<file path="config.mk">
export PLATFORM = sky130hd
export DESIGN_NAME = audio_i2s_tx
export DESIGN_NICKNAME = d
export VERILOG_FILES = /design/src/rtl/audio_i2s_tx.sv
export SDC_FILE = /design/constraint.sdc
export NUM_CORES = 1
export LEC_CHECK = 0
export ABC_AREA = 1
export ABC_CLOCK_PERIOD_IN_PS = 6100
export CAP_MARGIN = 20
export CORE_MARGIN = 4
export CORE_UTILIZATION = 40
export DETAILED_ROUTE_END_ITERATION = 8
export HOLD_SLACK_MARGIN = 0.03
export PLACE_DENSITY = 0.67
export SYNTH_ARGS = -nofsm -noshare
export SYNTH_HDL_FRONTEND = slang
export SYNTH_SLANG_ARGS = --single-unit
</file>
<file path="constraint.sdc">
create_clock -name clk -period 6.1 [get_ports clk]
set_clock_uncertainty 0.05 [all_clocks]
set_input_delay 0.61 -clock clk [delete_from_list [all_inputs] [get_ports clk]]
set_output_delay 0.61 -clock clk [all_outputs]
set_load 0.02 [all_outputs]
</file>
<file path="src/rtl/audio_i2s_tx.sv">
// audio_i2s_tx: serialises a held mono sample onto both slots of a free-running I2S frame.
module audio_i2s_tx #(
  parameter int BCLK_HALF = 18,
  parameter int SLOT_BITS = 32
) (
  input  logic        clk,
  input  logic        rst_n,
  input  logic [15:0] sample_in,
  input  logic        sample_in_valid,
  output logic        i2s_bclk,
  output logic        i2s_lrclk,
  output logic        i2s_sdata,
  output logic        frame_start,
  output logic        underrun,
  output logic        overrun
);
  localparam int CW = (BCLK_HALF > 1) ? $clog2(BCLK_HALF) : 1;
  localparam logic [5:0] LAST_BIT = 6'(2 * SLOT_BITS - 1);
  logic [CW-1:0] bclk_cnt_q, bclk_cnt_d;
  logic [5:0] bit_cnt_q, bit_cnt_d;
  logic [15:0] hold_q, hold_d, frame_word_q, frame_word_d;
  logic pending_q, pending_d, armed_q, armed_d;
  logic bclk_q, lrclk_q, sdata_q, frame_start_q, underrun_q, overrun_q;
  logic term, tick, load, bypass, intake, sdata_d;
  logic [4:0] slot_pos;
  logic [3:0] bit_idx;
  always_comb begin
    term = bclk_cnt_q == CW'(BCLK_HALF - 1);
    tick = term && bclk_q;
    bclk_cnt_d = term ? '0 : bclk_cnt_q + 1'b1;
    bit_cnt_d = !tick ? bit_cnt_q : (bit_cnt_q == LAST_BIT) ? 6'd0 : bit_cnt_q + 6'd1;
    load = tick && (bit_cnt_d == 6'd0);
    bypass = load && !pending_q && sample_in_valid;
    intake = sample_in_valid && !bypass;
    frame_word_d = !load ? frame_word_q : bypass ? sample_in : hold_q;
    hold_d = intake ? sample_in : hold_q;
    pending_d = intake || (pending_q && !load);
    armed_d = armed_q || intake;
    slot_pos = bit_cnt_d[4:0];
    bit_idx = 4'(5'd16 - slot_pos);
    sdata_d = (slot_pos != 5'd0) && (slot_pos <= 5'd16) && frame_word_d[bit_idx];
  end
  always_ff @(posedge clk or negedge rst_n) begin
    if (!rst_n) begin
      bclk_cnt_q    <= '0;
      bit_cnt_q     <= LAST_BIT;
      hold_q        <= '0;
      frame_word_q  <= '0;
      pending_q     <= 1'b0;
      armed_q       <= 1'b0;
      bclk_q        <= 1'b0;
      lrclk_q       <= 1'b0;
      sdata_q       <= 1'b0;
      frame_start_q <= 1'b0;
      underrun_q    <= 1'b0;
      overrun_q     <= 1'b0;
    end else begin
      bclk_cnt_q    <= bclk_cnt_d;
      bit_cnt_q     <= bit_cnt_d;
      hold_q        <= hold_d;
      frame_word_q  <= frame_word_d;
      pending_q     <= pending_d;
      armed_q       <= armed_d;
      bclk_q        <= term ? ~bclk_q : bclk_q;
      lrclk_q       <= tick ? bit_cnt_d[5] : lrclk_q;
      sdata_q       <= tick ? sdata_d : sdata_q;
      frame_start_q <= load;
      // a held sample taken by this frame load is consumed, not dropped
      underrun_q    <= load && !pending_q && !sample_in_valid && armed_q;
      overrun_q     <= intake && pending_q && !load;
    end
  end
  assign i2s_bclk    = bclk_q;
  assign i2s_lrclk   = lrclk_q;
  assign i2s_sdata   = sdata_q;
  assign frame_start = frame_start_q;
  assign underrun    = underrun_q;
  assign overrun     = overrun_q;
endmodule

</file>
# ---- Word level (Yosys, flattened, before mapping)
# Cells that the tools add are included.
# Widths: inputs -> output; s select.
dict set report totals {
  ff_bits 51
}
dict set report classes {
  order_cmp 2
  n_addsub 3
  n_bitwise 1
  mux 7
  eq_ne 2
  reduce_logical 20
}
# cell n
set op_table {}
lappend op_table {{$mux 16} 2}
lappend op_table {{$logic_and 1x1->1} 12}
lappend op_table {{$mux 6} 2}
lappend op_table {{$add 6x1->6 const B} 1}
lappend op_table {{$eq 6x6->1 const B} 1}
lappend op_table {{$logic_not 6->1} 1}
lappend op_table {{$add 5x1->5 const B} 1}
lappend op_table {{$eq 5x5->1 const B} 1}
lappend op_table {{$le 5x5->1 const B} 1}
lappend op_table {{$lt 4x5->1 const B} 1}
lappend op_table {{$mux 5} 1}
lappend op_table {{$reduce_bool 5->1} 1}
lappend op_table {{$bmux 1 s4} 1}
lappend op_table {{$logic_not 1->1} 4}
lappend op_table {{$sub 1x4->4 const A} 1}
lappend op_table {{$logic_or 1x1->1} 2}
lappend op_table {{$mux 1} 1}
lappend op_table {{$not 1->1} 1}

# ---- Longest topological paths before layout
# Gate-level depths: netlist of the first run.
dict set report depth {
  depth_word 12
  depth_mapped 24
  mapped_depth_nobuf 22
}

# ---- Least setup slack after synthesis of the first run
# Ideal clock, no wire load.
dict set report synth_timing {
  path_type {reg-to-reg}
  startpoint {register bit_cnt_q[0]}
  endpoint {register sdata_q (netlist: i2s_sdata)}
  n_path_buf 2
  setup_slack_ns 3.212
  path_stages_with_launch 24
  t_arrival_ns 2.721
  period_less_slack_ns 2.888
  path_cell_list {dfstp_2 -> ha_1 -> nand2_2 -> nor2_4 -> nand2_2 -> inv_1 -> o21ai_0 -> o21ai_2 -> ha_1 -> inv_1 -> nor2_4 -> nand3_2 -> nor2_2 -> buf_6 -> inv_4 -> buf_6 -> nor2_1 -> nand2_2 -> nand4_1 -> nand3_1 -> nand3_1 -> nand3b_1 -> nand3_1 -> nand2_1}
}
dict set report synth_between {
  elab_chain_len 12
  word_cells_on_any_way 17
}
# element line_no
set synth_lines {}
lappend synth_lines {{from (decl)} 20} ;# logic [5:0] bit_cnt_q, bit_cnt_d;
lappend synth_lines {{from (signal assigned)} 59} ;# bit_cnt_q <= bit_cnt_d;
lappend synth_lines {{$add 6x1->6 / $eq 6x6->1 (equally long branches)} 31} ;# bit_cnt_d = !tick ? bit_cnt_q : (bit_cnt_q == LAST_BIT) ? 6'd0 : bit_cnt_q + 6'd1;
lappend synth_lines {{$mux 6} 31}
lappend synth_lines {{$mux 6 *} 31}
lappend synth_lines {{$logic_not 6->1} 32} ;# load = tick && (bit_cnt_d == 6'd0);
lappend synth_lines {{$logic_and 1x1->1} 32}
lappend synth_lines {{$logic_and 1x1->1 (2 in a row)} 33} ;# bypass = load && !pending_q && sample_in_valid;
lappend synth_lines {{$mux 16 (2 in a row)} 35} ;# frame_word_d = !load ? frame_word_q : bypass ? sample_in : hold_q;
lappend synth_lines {{$bmux 1 s4} 41} ;# sdata_d = (slot_pos != 5'd0) && (slot_pos <= 5'd16) && frame_word_d[bit_idx];
lappend synth_lines {{$mux 1 (not written as such)} 41}
lappend synth_lines {{$logic_and 1x1->1 *} 41}
lappend synth_lines {{to (signal assigned)} 66} ;# sdata_q <= tick ? sdata_d : sdata_q;
lappend synth_lines {{to (decl)} 23} ;# logic bclk_q, lrclk_q, sdata_q, frame_start_q, underrun_q, overrun_q;
# Mark *: on every way between the ends. The rest lies on a longest branch, timed or not. The select of a mux whose other input is x is not followed.
# A chain may end at the register's enable or synchronous reset.

# ---- Final worst setup path of the first run
# Ends and elaborated chain as after synthesis.

==> results of run 1 <==
[cells in the final DEF, fill, tap and decap left out, drive strengths merged, types with 2 or more instances in the layout]
cell	instances
dfstp	6
and3	16
xor2	5
buf	3
nor2	29
nand3	25
clkbuf	7
dfrtp	45
inv	38
o21ai	20
nand2	58
clkdlybuf4s50	23
nand4	36
clkinv	2
ha	4
or2	17
[per-layer routing]
layer | track usage [%] | part of all wire [%] | vias to the layer above
met1 | 19.7 | 49 | 983
met3 | 3.33 | 3.9 | 7
li1 | - | - | 1094
met2 | 22.7 | 46 | 38
met5 | 0 | 0 | -
met4 | 4.72 | 1.5 | 0
[state kept, by name, indices dropped and copies added, names as in the netlist]
| signal | cells |
|---|---|
| i2s_lrclk | 1 |
| armed_q | 1 |
| hold_q | 16 |
| frame_start | 1 |
| i2s_sdata | 1 |
| i2s_bclk | 1 |
| frame_word_q | 16 |
| bclk_cnt_q | 5 |
| bit_cnt_q | 6 |
| underrun | 1 |
| overrun | 1 |
| pending_q | 1 |
[synthesized netlist by cell type (2+ instances only)]
library cell	number	area [sq um]
and3_1	16	100
buf_4	2	15.0
buf_6	4	45.0
clkbuf_1	6	22.5
dfrtp_1	45	1130
dfstp_2	6	158
ha_1	4	50.1
inv_1	35	131
inv_4	2	12.5
nand2_1	53	199
nand2_2	4	25.0
nand3_1	21	105
nand3_2	2	20.0
nand3_4	2	35.0
nand4_1	36	225
nor2_1	23	86.3
nor2_2	2	12.5
nor2_4	3	33.8
o21ai_0	19	95.1
or2_1	5	31.3
or2_2	12	75.1
xor2_1	5	43.8
[power by group through the flow]
stage          clock (mW)  combinational (mW)  sequential [mW]
6_report            0.205              0.0344            0.353
5_1_grt             0.225              0.0398            0.354
2_1_floorplan           0              0.0131            0.359
3_3_place_gp            0              0.0349            0.359
4_1_cts             0.213              0.0354            0.353
3_5_place_dp            0              0.0354            0.359
[worst min-delay path by stage]
stage               depth (start not counted)              start  slack [ns]                     end
floorplan                                   0              rst_n        0.26       armed_q$_DFF_PN0_
global placement                            2  armed_q$_DFF_PN0_        0.38       armed_q$_DFF_PN0_
detailed placement                          2  armed_q$_DFF_PN0_        0.39       armed_q$_DFF_PN0_
CTS                                         2              rst_n        0.37  hold_q[11]$_DFFE_PN0P_
global route                                2              rst_n        0.40  hold_q[11]$_DFFE_PN0P_
finish                                      2              rst_n        0.35  hold_q[11]$_DFFE_PN0P_
[kinds of logic (layout without fill, tap and decap cells)]
group,after synthesis,after routing
and+or+nand+nor,184,184
adders and majority gates,4,4
DFF,51,51
buffers and inverters,52,73
AOI/OAI and AO/OA,21,21
xor gates and xnor gates,6,6
[per-stage QoR]
| stage | total power [mW] | instances | util [%] |
|---|---|---|---|
| CTS | 0.602 | 416 | 47.5 |
| floorplan | 0.372 | 318 | - |
| detailed placement | 0.395 | 408 | 46.1 |
| finish | 0.592 | 416 | 47.5 |
| global placement | 0.394 | 408 | 46.1 |
| global route | 0.619 | 416 | 47.5 |
[layout make-up]
type / instances / area (sq um)
clock inverters: 1 / 8.76
clock buffers: 7 / 86.3
multi-input cells: 215 / 1210
fillers: 619 / 3410
flip-flops and latches: 51 / 1280
inverters: 39 / 151
well taps: 77 / 96.3
repair buffers: 26 / 250
==> results.sh, run 1 <==
export IMPL_clkSinkCount=51
export IMPL_critPathKind="reg2reg"
export IMPL_p_int_mw=0.456
export IMPL_vias=2122
export IMPL_synth_nets=341
export IMPL_grt_max_degree=52
export IMPL_avgSynthCellArea_sq_um=8.60
export IMPL_insertion_delay_ns=0.30
export IMPL_cp_max_fo=25
export IMPL_hold_ws_ns=0.346
export IMPL_reg2reg_slack_ns=2.38
export IMPL_worst_slew_pin_slew_ns=0.901
export IMPL_netlist_area_sq_um=2730
export IMPL_yosys_area_share_simple_pct=36.6
export IMPL_drc=0
export IMPL_slew_violations=0
export IMPL_yosys_warnings=0
export IMPL_wl_per_cell_um=13.3
export IMPL_placed_cell_area_sq_um=2990
export IMPL_fmax_mhz=269
export IMPL_ys_async_sr_fraction_pct=100
export IMPL_path_common_cell="nand3_1"
export IMPL_globalplace_congestion=0.843
export IMPL_hold_violations=0
export IMPL_synth_cells=318
export IMPL_tns_ns=0
export IMPL_clk_pin_slew_worst_paths_ns=0.09
export IMPL_dieArea_sq_um=8220
export IMPL_synth_top_family_by_area="simple AND/OR/NAND/NOR gates"
export IMPL_arrival_ns=3.91
export IMPL_drt_iter0_drc=111
export IMPL_startpoint_type="register"
export IMPL_vias_per_cell=5.10
export IMPL_p_leak_nw=1.52
export IMPL_crit_slowest_cell="dfstp_2"
export IMPL_cp_slowest_stage_delay_ns=0.60
export IMPL_initial_core_util_pct=42.1
export IMPL_crit_path_end="i2s_sdata$_DFFE_PN0N_"
export IMPL_synthToLayoutAreaGrowth_pct=13.0
export IMPL_cts_setup_buffers=0
export IMPL_num_antenna_cells=0
export IMPL_synth_mux_area_fraction_pct=0
export IMPL_cp_required_ns=6.29
export IMPL_cts_buffers=5
export IMPL_design_area_sq_um=3090
export IMPL_post_dp_hpwl_um=3900
export IMPL_dieHeight_um=90.7
export IMPL_grt_pass1_vias=2173
export IMPL_seq_area_frac_synth_pct=47.0
export IMPL_cts_tree="done"
export IMPL_synth_distinct_cells=33
export IMPL_p_seq_share_pct=59.6
export IMPL_hold_buffers=0
export IMPL_period_share_pct=60.9
export IMPL_r2r_cells=21
export IMPL_critical_path_depth=21
export IMPL_drive_gt1_share_pct=13.9
export IMPL_p_comb_share_pct=5.8
export IMPL_portBuffers=24
export IMPL_p_sw_share_pct=23.0
export IMPL_first_pass_iters=4
export IMPL_routed_wirelength_um=5540
export IMPL_crit_path_start="bit_cnt_q[0]$_DFF_PN1_"
export IMPL_reg2reg_from="bit_cnt_q[0]$_DFF_PN1_"
export IMPL_coreArea_sq_um=6490
export IMPL_num_rows=29
export IMPL_fin_crit_ns=3.72
export IMPL_die_x_um=90.7
export IMPL_grt_first_pass_wirelength_um=9900
export IMPL_setup_slack_ns=2.38
export IMPL_drv_cap=0
export IMPL_setup_violations=0
export IMPL_rsz0062_at_grt="false"
export IMPL_synth_ff_type="dfrtp_1"
export IMPL_dp_slack_ns=2.38
export IMPL_critPathCaptureType="register"
export IMPL_ant_nets=0
export IMPL_power_share_clock_pct=34.6
export IMPL_status="finished, final reports clean"
export IMPL_clockBufferDepth=2
export IMPL_fin_nets=361
export IMPL_io_pins=25
export IMPL_holdCritPathClass="in2async"
export IMPL_synth_xor_area_share_pct=1.92
export IMPL_groute_usage_overall_pct=14.5
export IMPL_ys_ff_latch=51
export IMPL_p_sw_mw=0.136
export IMPL_slew_headroom_pct=39.8
export IMPL_irDropWorstVdd_uv=82.2
export IMPL_grt_ovfl_total=0
export IMPL_antenna_found_initial=0
export IMPL_synth_compound_area_share_pct=3.98
export IMPL_crit_family="simple AND/OR/NAND/NOR gates"
export IMPL_crit_chain="ha_1 > nand2_2 > nor2_4 > nand2_2 > inv_1 > o21ai_0 > o21ai_2 > ha_1 > inv_1 > nor2_4 > nand3_2 > nor2_2 > buf_4 > nand3_4 > nand2_1 > nand4_1 > nand3_1 > nand3_1 > nand3b_1 > nand3_1 > nand2_1"
export IMPL_synthAdderAreaFrac_pct=1.83
export IMPL_worst_path_buf_inv=3
export IMPL_r2r_end="i2s_sdata$_DFFE_PN0N_"
export IMPL_power_per_cell_area_nw_per_um2=192
export IMPL_synth_edf_count=0
export IMPL_htreeDepth=2
export IMPL_cts_resized=0
export IMPL_clock_root_buffer="clkbuf_8"
(Power assumes the default switching activity.)
==> inputs of run 2 (changes only) <==
- ABC_CLOCK_PERIOD_IN_PS: 6100 -> 3600
- clock period: 6.1 -> 3.6 ns (I/O delays scaled with it)
==> run 2 against run 1 <==
Sequential share of layout area is 1.0 points lower. Critical path depth did not move. Combinational power grew 88%.
==> results.sh, run 2 (same netlist as run 1, synthesis figures left out) <==
export IMPL_cts_resized=0
export IMPL_status="finished, final reports clean"
export IMPL_met2_usage_pct=24.2
export IMPL_setup_violations=0
export IMPL_vias_per_cell=5.24
export IMPL_groute_usage_overall_pct=14.4
export IMPL_io_pins=25
export IMPL_cp_max_fo=9
export IMPL_worst_slew_pin_slew_ns=0.812
export IMPL_routed_wirelength_um=5660
export IMPL_p_sw_mw=0.233
export IMPL_slew_headroom_pct=45.7
export IMPL_cts_buffers=5
export IMPL_p_int_mw=0.777
export IMPL_arrival_ns=3.39
export IMPL_antenna_found_initial=0
export IMPL_clkSinkCount=51
export IMPL_power_share_clock_pct=34.4
export IMPL_irDropWorstVdd_uv=188
export IMPL_grt_first_pass_wirelength_um=9760
export IMPL_p_seq_share_pct=59.2
export IMPL_coreArea_sq_um=6490
export IMPL_fmax_mhz=308
export IMPL_startpoint_type="register"
export IMPL_reg_top3="frame_word_q (16), hold_q (16), bit_cnt_q (6)"
export IMPL_vias=2212
export IMPL_reg2reg_slack_ns=0.35
export IMPL_initial_core_util_pct=42.1
export IMPL_insertion_delay_ns=0.31
export IMPL_dieArea_sq_um=8220
export IMPL_first_pass_iters=4
export IMPL_cts_tree="done"
export IMPL_slew_violations=0
export IMPL_critPathKind="reg2reg"
export IMPL_p_comb_share_pct=6.4
export IMPL_grt_busiest_layer="met2"
export IMPL_design_area_sq_um=3160
export IMPL_portBuffers=24
export IMPL_grt_pass1_vias=2125
export IMPL_period_share_pct=90.2
export IMPL_clock_root_buffer="clkbuf_8"
export IMPL_post_dp_hpwl_um=3970
export IMPL_drv_cap=0
export IMPL_synthToLayoutAreaGrowth_pct=15.7
export IMPL_power_per_cell_area_nw_per_um2=319
export IMPL_fin_crit_ns=3.25
export IMPL_grtUsageMet1_pct=18.9
export IMPL_grt_ovfl_total=0
export IMPL_num_rows=29
export IMPL_tns_ns=0
export IMPL_globalplace_congestion=0.850
export IMPL_wl_per_cell_um=13.4
export IMPL_clk_pin_slew_worst_paths_ns=0.10
export IMPL_n_fill_cell=627
export IMPL_use_met3_pct=2.83
export IMPL_holdCritPathClass="in2async"
export IMPL_rsz0062_at_grt="false"
export IMPL_layout_commonest_cell="nand2_1"
export IMPL_p_sw_share_pct=23.1
export IMPL_layout_common_cells="nand2_1, dfrtp_1, nand4_1"
export IMPL_num_antenna_cells=0
export IMPL_finish_utilization_pct=48.7
export IMPL_drt_iter0_drc=96
export IMPL_drive_gt1_share_pct=15.4
export IMPL_dieHeight_um=90.7
export IMPL_cp_required_ns=3.74
export IMPL_p_leak_nw=1.56
export IMPL_hold_violations=0
export IMPL_clockBufferDepth=2
export IMPL_die_x_um=90.7
export IMPL_drc=0
export IMPL_critPathCaptureType="register"
export IMPL_ant_nets=0
export IMPL_grt_max_degree=49
export IMPL_fin_nets=367
export IMPL_htreeDepth=2
export IMPL_placed_cell_area_sq_um=3040
run 2: per-layer routing:
metal  up-vias  routed length, um
met5         -                  0
met4         0                 20
met3         2                203
met2        38               2670
met1      1063               2760
li1       1109                  -
run 2: through the flow:
step / worst slack [ns] / hold slack [ns] / instances / total power [mW]
after global routing: 0.0574 / 0.431 / 422 / 1.06
final: 0.355 / 0.402 / 422 / 1.01
after global placement: 0.461 / 0.384 / 412 / 0.670
after CTS: 0.344 / 0.237 / 420 / 1.02
after detailed placement: 0.384 / 0.404 / 412 / 0.671
after floorplan: 0.712 / 0.0144 / 318 / 0.630
run 2: area by class of cell:
class	count	area [sq um]	area share, %
repair buffers	32	323	10.2
well taps	77	96.3	3.04
clock inverters	2	16.3	0.514
clock buffers	6	82.6	2.61
multi-input cells	215	1210	38.3
flip-flops and latches	51	1280	40.6
inverters	39	151	4.78
run 2: power groups by stage:
stage	sequential [mW]	clock (mW)	combinational, mW
floorplan	0.607	0	0.0221
global placement	0.608	0	0.0614
detailed placement	0.608	0	0.0628
CTS	0.598	0.364	0.0627
global route	0.600	0.385	0.0734
finish	0.598	0.348	0.0647
run 2: what timing repair did:
action                    in CTS  in global routing
setup buffers                  0                  0
hold buffers                   0                  1
hold endpoints to repair       0                  9
run 2: path summary, 6_finish.rpt:
| kind | start | endpoint | depth (start not counted) |
|---|---|---|---|
| setup / recovery | bclk_cnt_q[1]$_DFF_PN0_ | i2s_sdata$_DFFE_PN0N_ | 21 |
| hold / removal | rst_n | hold_q[10]$_DFFE_PN0P_ | 2 |
| setup reg to reg | bclk_cnt_q[1]$_DFF_PN0_ | i2s_sdata$_DFFE_PN0N_ | 21 |
| hold reg to reg | armed_q$_DFF_PN0_ | armed_q$_DFF_PN0_ | 2 |
| max in group asynchronous | rst_n | bit_cnt_q[1]$_DFF_PN1_ | 3 |
| min in group clk | armed_q$_DFF_PN0_ | armed_q$_DFF_PN0_ | 2 |
run 2: worst max-delay path: stages, from the launching register on:
cell      delay [ns]
dfrtp_1         0.41
inv_1           0.06
ha_1            0.14
nand2_1         0.05
inv_1           0.10
nand3_4         0.13
or2_2           0.29
o21ai_0         0.14
ha_1            0.24
inv_1           0.07
nor2_4          0.11
nand3_2         0.09
nor2_2          0.25
buf_4           0.23
buf_4           0.16
nand4_1         0.10
nand4_1         0.15
nand3_1         0.09
nand3_1         0.08
nand3b_1        0.08
nand3_1         0.07
nand2_1         0.05
==> inputs of run 3 (changes only) <==
- CAP_MARGIN: 20 -> 25
==> run 3 against run 2 <==
Critical path depth is the same. Clock-buffer cell count did not move. Hold slack gained 0.019 ns. Sequential cell count is the same. Register-to-register slack improved by 0.06 ns. Fmax increased by 1.7%. Cell count unchanged. Clock power up 1%. Largest cell class unchanged.
==> results.sh, run 3 (same netlist as run 1, synthesis figures left out) <==
export IMPL_status="finished, final reports clean"
export IMPL_initial_core_util_pct=42.1
export IMPL_slew_headroom_pct=44.5
export IMPL_clk_pin_slew_worst_paths_ns=0.10
export IMPL_r2r_cells=21
export IMPL_num_antenna_cells=0
export IMPL_clkSinkCount=51
export IMPL_die_x_um=90.7
export IMPL_worst_slew_pin_slew_ns=0.829
export IMPL_cts_setup_buffers=0
export IMPL_crit_family="simple AND/OR/NAND/NOR gates"
export IMPL_crit_chain="inv_1 > ha_1 > nand2_1 > inv_1 > nand3_4 > or2_2 > o21ai_0 > ha_1 > inv_1 > nor2_4 > nand3_2 > nor2_4 > buf_4 > buf_4 > nand4_1 > nand4_1 > nand3_1 > nand3_1 > nand3b_1 > nand3_1 > nand2_1"
export IMPL_layout_commonest_cell="nand2_1"
export IMPL_vias=2205
export IMPL_cp_slowest_stage_delay_ns=0.41
export IMPL_reg2reg_slack_ns=0.41
export IMPL_p_leak_nw=1.56
export IMPL_dieArea_sq_um=8220
export IMPL_met2WireLength_um=2690
export IMPL_critPathCaptureType="register"
export IMPL_drv_cap=0
export IMPL_critPathKind="reg2reg"
export IMPL_drt_iter0_drc=127
export IMPL_hold_ws_ns=0.422
export IMPL_portBuffers=24
export IMPL_power_per_cell_area_nw_per_um2=320
export IMPL_clock_root_buffer="clkbuf_8"
export IMPL_min_path_cells=2
export IMPL_reg_top3="frame_word_q (16), hold_q (16), bit_cnt_q (6)"
export IMPL_placed_cells=413
export IMPL_ant_nets=0
export IMPL_grt_ovfl_total=0
export IMPL_startpoint_type="register"
export IMPL_holdCritPathClass="reg2reg"
export IMPL_min_delay_start="armed_q$_DFF_PN0_"
export IMPL_rsz0062_at_grt="false"
export IMPL_synthToLayoutAreaGrowth_pct=16.0
export IMPL_cp_max_fo=9
export IMPL_insertion_delay_ns=0.31
export IMPL_fin_nets=367
export IMPL_antenna_found_initial=0
export IMPL_layout_common_cells="nand2_1, dfrtp_1, nand4_1"
export IMPL_grt_max_degree=28
export IMPL_drc=0
export IMPL_irDropWorstVdd_uv=222
export IMPL_vias_per_cell=5.23
export IMPL_routed_wirelength_um=5740
export IMPL_globalplace_congestion=0.850
export IMPL_worst_path_buf_inv=5
export IMPL_cts_buffers=5
export IMPL_drive_gt1_share_pct=15.7
export IMPL_tns_ns=0
export IMPL_slew_violations=0
export IMPL_r2r_end="i2s_sdata$_DFFE_PN0N_"
export IMPL_arrival_ns=3.34
export IMPL_cts_tree="done"
export IMPL_post_dp_hpwl_um=4090
export IMPL_dieHeight_um=90.7
export IMPL_groute_usage_overall_pct=14.8
export IMPL_layout_cells_non_filler=422
export IMPL_io_pins=25
export IMPL_htreeDepth=2
export IMPL_critical_path_depth=21
export IMPL_wl_per_cell_um=13.6
export IMPL_hold_violations=0
export IMPL_reg2reg_from="bclk_cnt_q[1]$_DFF_PN0_"
export IMPL_cp_required_ns=3.75
export IMPL_grt_first_pass_wirelength_um=10100
export IMPL_clockBufferDepth=2
export IMPL_fmax_mhz=313
export IMPL_m1WireLength_um=2710
export IMPL_crit_slowest_cell="dfrtp_1"
export IMPL_hold_end="armed_q$_DFF_PN0_"
export IMPL_dr_max_layer_used="met4"
export IMPL_num_rows=29
export IMPL_fin_crit_ns=3.19
export IMPL_grt_pass1_vias=2157
export IMPL_period_share_pct=88.6
export IMPL_wl_met3_um=259
export IMPL_coreArea_sq_um=6490
export IMPL_setup_violations=0
export IMPL_first_pass_iters=4
-- run 3: cell types whose count changed in the layout (fill, tap and decap cells not counted) --
| cell | delta |
|---|---|
| nand2_1 | -1 |
| nor2_4 | +1 |
| nor2_2 | -1 |
| nand2_2 | +1 |
-- run 3: what timing repair did --
action                                  in CTS  in global routing
endpoints found under the hold margin       21                  0
hold buffers                                 1                  0
endpoints found under the setup margin       0                  3
gates resized for setup                      0                  2
-- run 3: how the worst max path moves through the flow --
| stage | start | slack (ns) | endpoint |
|---|---|---|---|
| after floorplan | bit_cnt_q[0]$_DFF_PN1_ | 0.71 | i2s_sdata$_DFFE_PN0N_ |
| after global routing | bclk_cnt_q[1]$_DFF_PN0_ | 0.09 | i2s_sdata$_DFFE_PN0N_ |
| after detailed placement | bclk_cnt_q[1]$_DFF_PN0_ | 0.38 | i2s_sdata$_DFFE_PN0N_ |
| after CTS | bclk_cnt_q[1]$_DFF_PN0_ | 0.31 | i2s_sdata$_DFFE_PN0N_ |
| after global placement | bclk_cnt_q[1]$_DFF_PN0_ | 0.46 | i2s_sdata$_DFFE_PN0N_ |
| final | bclk_cnt_q[1]$_DFF_PN0_ | 0.41 | i2s_sdata$_DFFE_PN0N_ |
-- run 3: area by class of cell --
| cell class | count | area [sq um] |
|---|---|---|
| multi-input combinational | 215 | 1220 |
| sequential | 51 | 1280 |
| inverter | 39 | 151 |
| fill | 632 | 3320 |
| tap | 77 | 96.3 |
| clock buffer | 6 | 82.6 |
| clock inverter | 2 | 16.3 |
| timing repair buffer | 32 | 323 |
-- run 3: metrics by stage --
stage | power, mW | area (sq um) | util (%) | setup WS (ns)
floorplan | 0.630 | 2730 | - | 0.712
global placement | 0.670 | 3040 | 46.7 | 0.461
detailed placement | 0.674 | 3060 | 47.0 | 0.376
CTS | 1.03 | 3160 | 48.7 | 0.310
global route | 1.06 | 3170 | 48.8 | 0.0946
finish | 1.01 | 3170 | 48.8 | 0.410
-- run 3: power by group --
part	total, mW	internal [mW]	leakage [nW]	switching, mW
combinational	0.0648	0.0306	0.874	0.0342
clock	0.352	0.157	0.0474	0.195
sequential	0.598	0.589	0.635	0.00855
-- run 3: worst reg2reg max path, delay by kind of cell (launching register included) --
| kind | cells | cell delay (ns) |
|---|---|---|
| simple gates | 13 | 1.51 |
| compound gates | 1 | 0.14 |
| flops | 1 | 0.41 |
| fa+ha+maj | 2 | 0.38 |
| buf+inv | 5 | 0.59 |
-- run 3: metal layers --
layer / up-vias / track usage (%)
li1: 1105 / -
met1: 1039 / 19.6
met4: 0 / 4.08
met2: 51 / 24.3
met3: 10 / 3.17
met5: - / 0
